## config.mk

```make
export PLATFORM = sky130hd
export DESIGN_NAME = ex_muldiv_unit
export DESIGN_NICKNAME = d
export VERILOG_FILES = /design/src/rtl/riscv_pkg.sv /design/src/rtl/muldiv_core.sv /design/src/rtl/ex_muldiv_unit.sv
export SDC_FILE = /design/constraint.sdc
export NUM_CORES = 1
export LEC_CHECK = 0
export BUFFER_PORTS_ARGS = -buffer_cell sky130_fd_sc_hd__buf_4
export CORE_MARGIN = 2
export CORE_UTILIZATION = 50
export DETAILED_ROUTE_END_ITERATION = 7
export PLACE_DENSITY = 0.79
export SETUP_SLACK_MARGIN = 0.4
export SLEW_MARGIN = 15
export SYNTH_ARGS = -nofsm -noshare
export SYNTH_HDL_FRONTEND = slang
export SYNTH_SLANG_ARGS = --single-unit
```

## constraint.sdc

```tcl
create_clock -name CLK -period 3.3 [get_ports CLK]
set_input_delay 0.66 -clock CLK [delete_from_list [all_inputs] [get_ports CLK]]
set_output_delay 0.66 -clock CLK [all_outputs]
set_load 0.03 [all_outputs]
```

## src/rtl/riscv_pkg.sv

```systemverilog
// Shared RV32 definitions for the Execute-stage multiply/divide unit:
// datapath width, M-extension funct3 codes and the unit's state encoding.
package riscv_pkg;

   localparam int XLEN  = 32;
   localparam int CNT_W = $clog2(XLEN + 1);

   localparam logic [2:0] F3_MUL    = 3'd0;
   localparam logic [2:0] F3_MULH   = 3'd1;
   localparam logic [2:0] F3_MULHSU = 3'd2;
   localparam logic [2:0] F3_MULHU  = 3'd3;
   localparam logic [2:0] F3_DIV    = 3'd4;
   localparam logic [2:0] F3_DIVU   = 3'd5;
   localparam logic [2:0] F3_REM    = 3'd6;
   localparam logic [2:0] F3_REMU   = 3'd7;

   typedef enum logic [2:0] {
      MD_IDLE,
      MD_MUL,
      MD_DIV,
      MD_FIX,
      MD_DONE
   } md_state_t;

endpackage

```

## src/rtl/muldiv_core.sv

```systemverilog
// One iteration of the unsigned multiply/divide datapath on the 2*XLEN accumulator.
// Multiply: {hi,lo} with multiplier in lo. Divide: {remainder,quotient} with dividend in lo.
module muldiv_core
   import riscv_pkg::*;
(
   input  logic              divMode,
   input  logic [2*XLEN-1:0] accIn,
   input  logic [XLEN-1:0]   operand,
   output logic [2*XLEN-1:0] accOut
);

   logic [XLEN:0]   addSum;
   logic [XLEN:0]   remShift;
   logic [XLEN-1:0] subLow;
   logic            canSub;

   // The trial remainder is always below 2*operand, so the low XLEN bits of the
   // difference are exact whenever the subtraction is taken.
   always_comb begin
      addSum   = {1'b0, accIn[2*XLEN-1:XLEN]} + (accIn[0] ? {1'b0, operand} : '0);
      remShift = accIn[2*XLEN-1:XLEN-1];
      canSub   = (remShift >= {1'b0, operand});
      subLow   = remShift[XLEN-1:0] - operand;
      if (!divMode) begin
         accOut = {addSum, accIn[XLEN-1:1]};
      end else if (canSub) begin
         accOut = {subLow, accIn[XLEN-2:0], 1'b1};
      end else begin
         accOut = {remShift[XLEN-1:0], accIn[XLEN-2:0], 1'b0};
      end
   end

endmodule

```

## src/rtl/ex_muldiv_unit.sv

```systemverilog
// Iterative RV32M multiply/divide unit for the Execute stage. Stalls the pipeline via
// BusyE for XLEN steps plus a sign-fix cycle, then pulses DoneE with the result.
module ex_muldiv_unit
   import riscv_pkg::*;
(
   input  logic            CLK,
   input  logic            RST,
   input  logic            StartE,
   input  logic [2:0]      FunctE,
   input  logic [XLEN-1:0] RD1E,
   input  logic [XLEN-1:0] RD2E,
   input  logic [4:0]      RdE,
   input  logic            FlushE,
   output logic            BusyE,
   output logic            DoneE,
   output logic [XLEN-1:0] ResultE,
   output logic [4:0]      RdOutE
);

   md_state_t         state;
   logic [CNT_W-1:0]  count;
   logic [2*XLEN-1:0] acc;
   logic [2*XLEN-1:0] accNext;
   logic [XLEN-1:0]   opReg;
   logic [2:0]        functReg;
   logic [4:0]        rdReg;
   logic              negAReg;
   logic              negBReg;

   logic              accept;
   logic              negA;
   logic              negB;
   logic [XLEN-1:0]   absA;
   logic [XLEN-1:0]   absB;
   logic              divByZero;
   logic              divOverflow;
   logic              useFast;
   logic [XLEN-1:0]   fastResult;
   logic [2*XLEN-1:0] prodFix;
   logic [XLEN-1:0]   quoFix;
   logic [XLEN-1:0]   remFix;
   logic [XLEN-1:0]   fixResult;

   muldiv_core u_core (
      .divMode (state == MD_DIV),
      .accIn   (acc),
      .operand (opReg),
      .accOut  (accNext)
   );

   // Operand magnitudes and the divide corner cases that bypass iteration.
   always_comb begin
      accept      = (state == MD_IDLE) && StartE && !FlushE;
      negA        = RD1E[XLEN-1] && (FunctE == F3_MULH || FunctE == F3_MULHSU ||
                                     FunctE == F3_DIV  || FunctE == F3_REM);
      negB        = RD2E[XLEN-1] && (FunctE == F3_MULH || FunctE == F3_DIV || FunctE == F3_REM);
      absA        = negA ? -RD1E : RD1E;
      absB        = negB ? -RD2E : RD2E;
      divByZero   = (RD2E == '0);
      divOverflow = (FunctE == F3_DIV || FunctE == F3_REM) &&
                    (RD1E == {1'b1, {(XLEN-1){1'b0}}}) && (RD2E == '1);
      useFast     = FunctE[2] && (divByZero || divOverflow);
      if (divByZero) begin
         fastResult = FunctE[1] ? RD1E : '1;
      end else begin
         fastResult = FunctE[1] ? '0 : RD1E;
      end
      BusyE = RST && ((state == MD_MUL) || (state == MD_DIV) || (state == MD_FIX) || accept);
   end

   // Remainder follows the dividend's sign; quotient and product follow the XOR.
   always_comb begin
      prodFix = (negAReg ^ negBReg) ? -acc : acc;
      quoFix  = (negAReg ^ negBReg) ? -acc[XLEN-1:0] : acc[XLEN-1:0];
      remFix  = negAReg ? -acc[2*XLEN-1:XLEN] : acc[2*XLEN-1:XLEN];
      if (!functReg[2]) begin
         fixResult = (functReg == F3_MUL) ? prodFix[XLEN-1:0] : prodFix[2*XLEN-1:XLEN];
      end else begin
         fixResult = functReg[1] ? remFix : quoFix;
      end
   end

   always_ff @(posedge CLK or negedge RST) begin
      if (!RST) begin
         state    <= MD_IDLE;
         count    <= '0;
         acc      <= '0;
         opReg    <= '0;
         functReg <= '0;
         rdReg    <= '0;
         negAReg  <= 1'b0;
         negBReg  <= 1'b0;
         DoneE    <= 1'b0;
         ResultE  <= '0;
         RdOutE   <= '0;
      end else begin
         DoneE <= 1'b0;
         case (state)
            MD_IDLE: begin
               if (accept) begin
                  functReg <= FunctE;
                  rdReg    <= RdE;
                  negAReg  <= negA;
                  negBReg  <= negB;
                  count    <= CNT_W'(XLEN);
                  acc      <= {{XLEN{1'b0}}, (FunctE[2] ? absA : absB)};
                  opReg    <= FunctE[2] ? absB : absA;
                  if (useFast) begin
                     state   <= MD_DONE;
                     DoneE   <= 1'b1;
                     ResultE <= fastResult;
                     RdOutE  <= RdE;
                  end else begin
                     state <= FunctE[2] ? MD_DIV : MD_MUL;
                  end
               end
            end
            MD_MUL, MD_DIV: begin
               if (FlushE) begin
                  state <= MD_IDLE;
               end else begin
                  acc   <= accNext;
                  count <= count - 1'b1;
                  if (count == CNT_W'(1)) begin
                     state <= MD_FIX;
                  end
               end
            end
            MD_FIX: begin
               if (FlushE) begin
                  state <= MD_IDLE;
               end else begin
                  state   <= MD_DONE;
                  DoneE   <= 1'b1;
                  ResultE <= fixResult;
                  RdOutE  <= rdReg;
               end
            end
            MD_DONE: state <= MD_IDLE;
            default: state <= MD_IDLE;
         endcase
      end
   end

endmodule

```

==> results.toml <==
[outcome]
outcome = "finished with violations"
violations = "design-rule violations, negative setup slack"

[yosys]
synthFlopType = "dfrtp_1"
postSynthAreaPerCell_um2 = 7.32
ys_ff_latch = 153
synth_edf_count = 0
yosys.cell_types.count = 79
yosysMostFrequentCell = "a21oi_1"
netlist_top_cells_area = "dfrtp_1 24%, a21oi_1 8.6%, nand2_1 6.0%"
synth-seq-area-share_pct = 24.4
yosysTopAreaCell = "dfrtp_1"
syn-cell-area_mm2 = 0.0157
syn-num-nets = 2292
synth_top_area_share_pct = 24.4
async_flop_share_pct = 100
netlist_instances = 2143
yosysWarnings = 0
synth_common_cells = "269 x a21oi_1, 250 x nand2_1, 210 x nor2_1, 167 x o21ai_0, 153 x dfrtp_1"

[cells_and_area]
fillers = 2304
syn2layout_area_growth_pct = 39.9
ff_latch_area_mm2 = 0.00384
drive_above_1_share_pct = 31.5
nets = 2601
finish.utilization_pct = 71.4
multi_input_area_mm2 = 0.0127

[timing]
clock_skew_ns = 0.0187
tightest_slew_ns = 1.13
rsz0062_at_grt = "true"
finalSetupViolations = 1
final.setup.worst_slack_ns = -0.00120
hold_violations = 0
slew_headroom_pct = 23.7
drv_slew = 0
hold_slack_ns = 0.0276
period_share_pct = 100
fin_crit_ns = 3.30
fin_tns_setup_ns = -0.00120
max_freq_ghz = 0.303

[route]
wire_per_inst_um = 24.5
drt-pass1-iter-count = 8
drt_iter0_markers = 3051
drc_errors = 1
drtAntennaViolNets = 0
wirelength_mm = 70.2
vias = 19300
viasPerCell = 6.72

[die]
core_mm2 = 0.0307
rows = 64
die-area_mm2 = 0.0328
ioPinCount = 115
initial_core_util_pct = 51.0
die_h_um = 181
die_w_um = 181

[critical_path]
start_kind = "flop"
cp.required_ns = 3.66
crit_chain = "buf_6 > nand2_4 > inv_2 > ha_4 > a211o_1 > o211ai_1 > o2bb2ai_4 > o41ai_4 > a21oi_2 > buf_4 > o31a_1 > o21ai_1 > xor2_1 > nor2_1 > a211oi_1"
path_class = "flop to flop"
cp_slowest_cell = "dfrtp_2"
crit-reg2reg-launch = "acc[0]$_DFFE_PN0P_"
max_stage_delay_ns = 0.45
worstPathArrival_ns = 3.66
crit_path_end = "acc[60]$_DFFE_PN0P_"
rrSetupSlack_ns = -0.001
end_kind = "flop"
reg2regPathDepth = 15
cp_max_fo = 3
reg2reg_to = "acc[60]$_DFFE_PN0P_"
startpoint = "acc[0]$_DFFE_PN0P_"

[clock_network]
cts-htree-levels = 4
cts.root.buffer_cell = "clkbuf_16"
cts_sinks = 153
cts_buffers = 17
cts_tree = "built"
clkTransAtPathRegs_ns = 0.08
clock_path_buffers = 2
clk_latency_ns = 0.47

[job]
cap_violations = 0

[global_route]
grt.overflow.total = 0
grt_pass1_wl_mm = 99.9
grtUsageTotal_pct = 39.1
antenna_found_initial = 2
grt_max_degree = 90
grt_pass1_vias = 17500

[placed_design]
place.gp.congestion = 1.02
numPortBuffers = 114
dpl.hpwl_mm = 47.3

[power_and_ir_drop]
leakage_nw = 9.50
ir_drop_mv = 0.584
power_density_mw_per_mm2 = 1180

[min_path]
holdCritPathClass = "primary input to async pin"
## flip-flops by register name, indices dropped and copies added (netlist names)
name and count:
negAReg 1, DoneE 1, RdOutE 5, negBReg 1, opReg 32, rdReg 5, functReg 3, acc 64
count 6, ResultE 32, state 3
## what timing repair did
| item | 4_1_cts | 5_1_grt |
|---|---|---|
| hold buffers | 0 | 0 |
| gates cloned | 6 | 7 |
| pin swaps | 73 | 120 |
| setup endpoints to repair | 62 | 76 |
| setup buffers | 49 | 43 |
| resized for setup | 196 | 257 |
## worst min path at each step
| stage | start | endpoint | cells after the start |
|---|---|---|---|
| after floorplan | RST | DoneE$_DFF_PN0_ | 0 |
| after global placement | rdReg[1]$_DFFE_PN0P_ | rdReg[1]$_DFFE_PN0P_ | 2 |
| after detailed placement | rdReg[4]$_DFFE_PN0P_ | rdReg[4]$_DFFE_PN0P_ | 2 |
| after CTS | RST | ResultE[1]$_DFFE_PN0P_ | 1 |
| after global routing | RST | ResultE[31]$_DFFE_PN0P_ | 1 |
| final | RST | ResultE[1]$_DFFE_PN0P_ | 1 |
## where the power goes
group	internal (mW)	switching (mW)	total (mW)
clock	1.09	0.975	2.07
sequential	2.76	0.893	3.65
combinational	8.58	11.6	20.2
## routing by layer
layer	GRT usage [%]	vias up	share of wire, %
met2	59.8	1515	43
li1	-	8280	-
met1	50.0	9067	36
met4	22.7	0	7.4
met5	0	-	0
met3	9.88	390	13
## cell usage in the layout, fill, tap and decap left out, types with 41 or more instances in the layout
cell,instances
dfrtp_1,143
xor2_1,91
nand2_1,231
buf_4,365
buf_6,49
nand3_1,41
o21ai_1,42
a21oi_1,236
o21ai_0,113
inv_1,64
xnor2_1,97
nor2_1,190
ha_1,53
mux2i_1,43
## stage by stage
stage          power (mW)  instances  setup WS [ns]  cell area [µm²]
6_report             25.9       2863       -0.00120            21900
5_1_grt              27.1       2861        -0.0589            21900
2_1_floorplan        13.5       2143          0.189            15800
4_1_cts              23.3       2811         0.0844            20300
3_3_place_gp         18.4       2724        -0.0543            18400
3_5_place_dp         18.6       2724         -0.129            18400
## cell families after synthesis
kind of cell / after synthesis / share of synthesized area (%)
XOR/XNOR: 200 / 11.2
buffers and inverters: 231 / 5.67
adder cells (fa/ha/maj): 99 / 7.58
multiplexers: 52 / 3.39
AO/OA/AOI/OAI: 688 / 26.3
AND/OR/NAND/NOR: 720 / 21.5
flip-flops: 153 / 24.4
## worst max-delay path, delay by kind of cell (launching register included)
family / cells / cell delay (ns)
and+or+nand+nor: 2 / 0.11
xor gates and xnor gates: 1 / 0.16
DFF: 1 / 0.45
AOI/OAI and AO/OA: 8 / 1.81
adders and majority gates: 1 / 0.30
buffers and inverters: 3 / 0.36
## final cells by class
class                      count  share of cell area [%]
clock buffer                  18                    2.00
inverter                      69                    1.25
multi-input combinational   1760                    57.8
tap                          396                    2.26
sequential                   153                    17.5
timing repair buffer         451                    18.5
antenna                        2                  0.0228
clock inverter                14                   0.684
(Power assumes the default switching activity.)
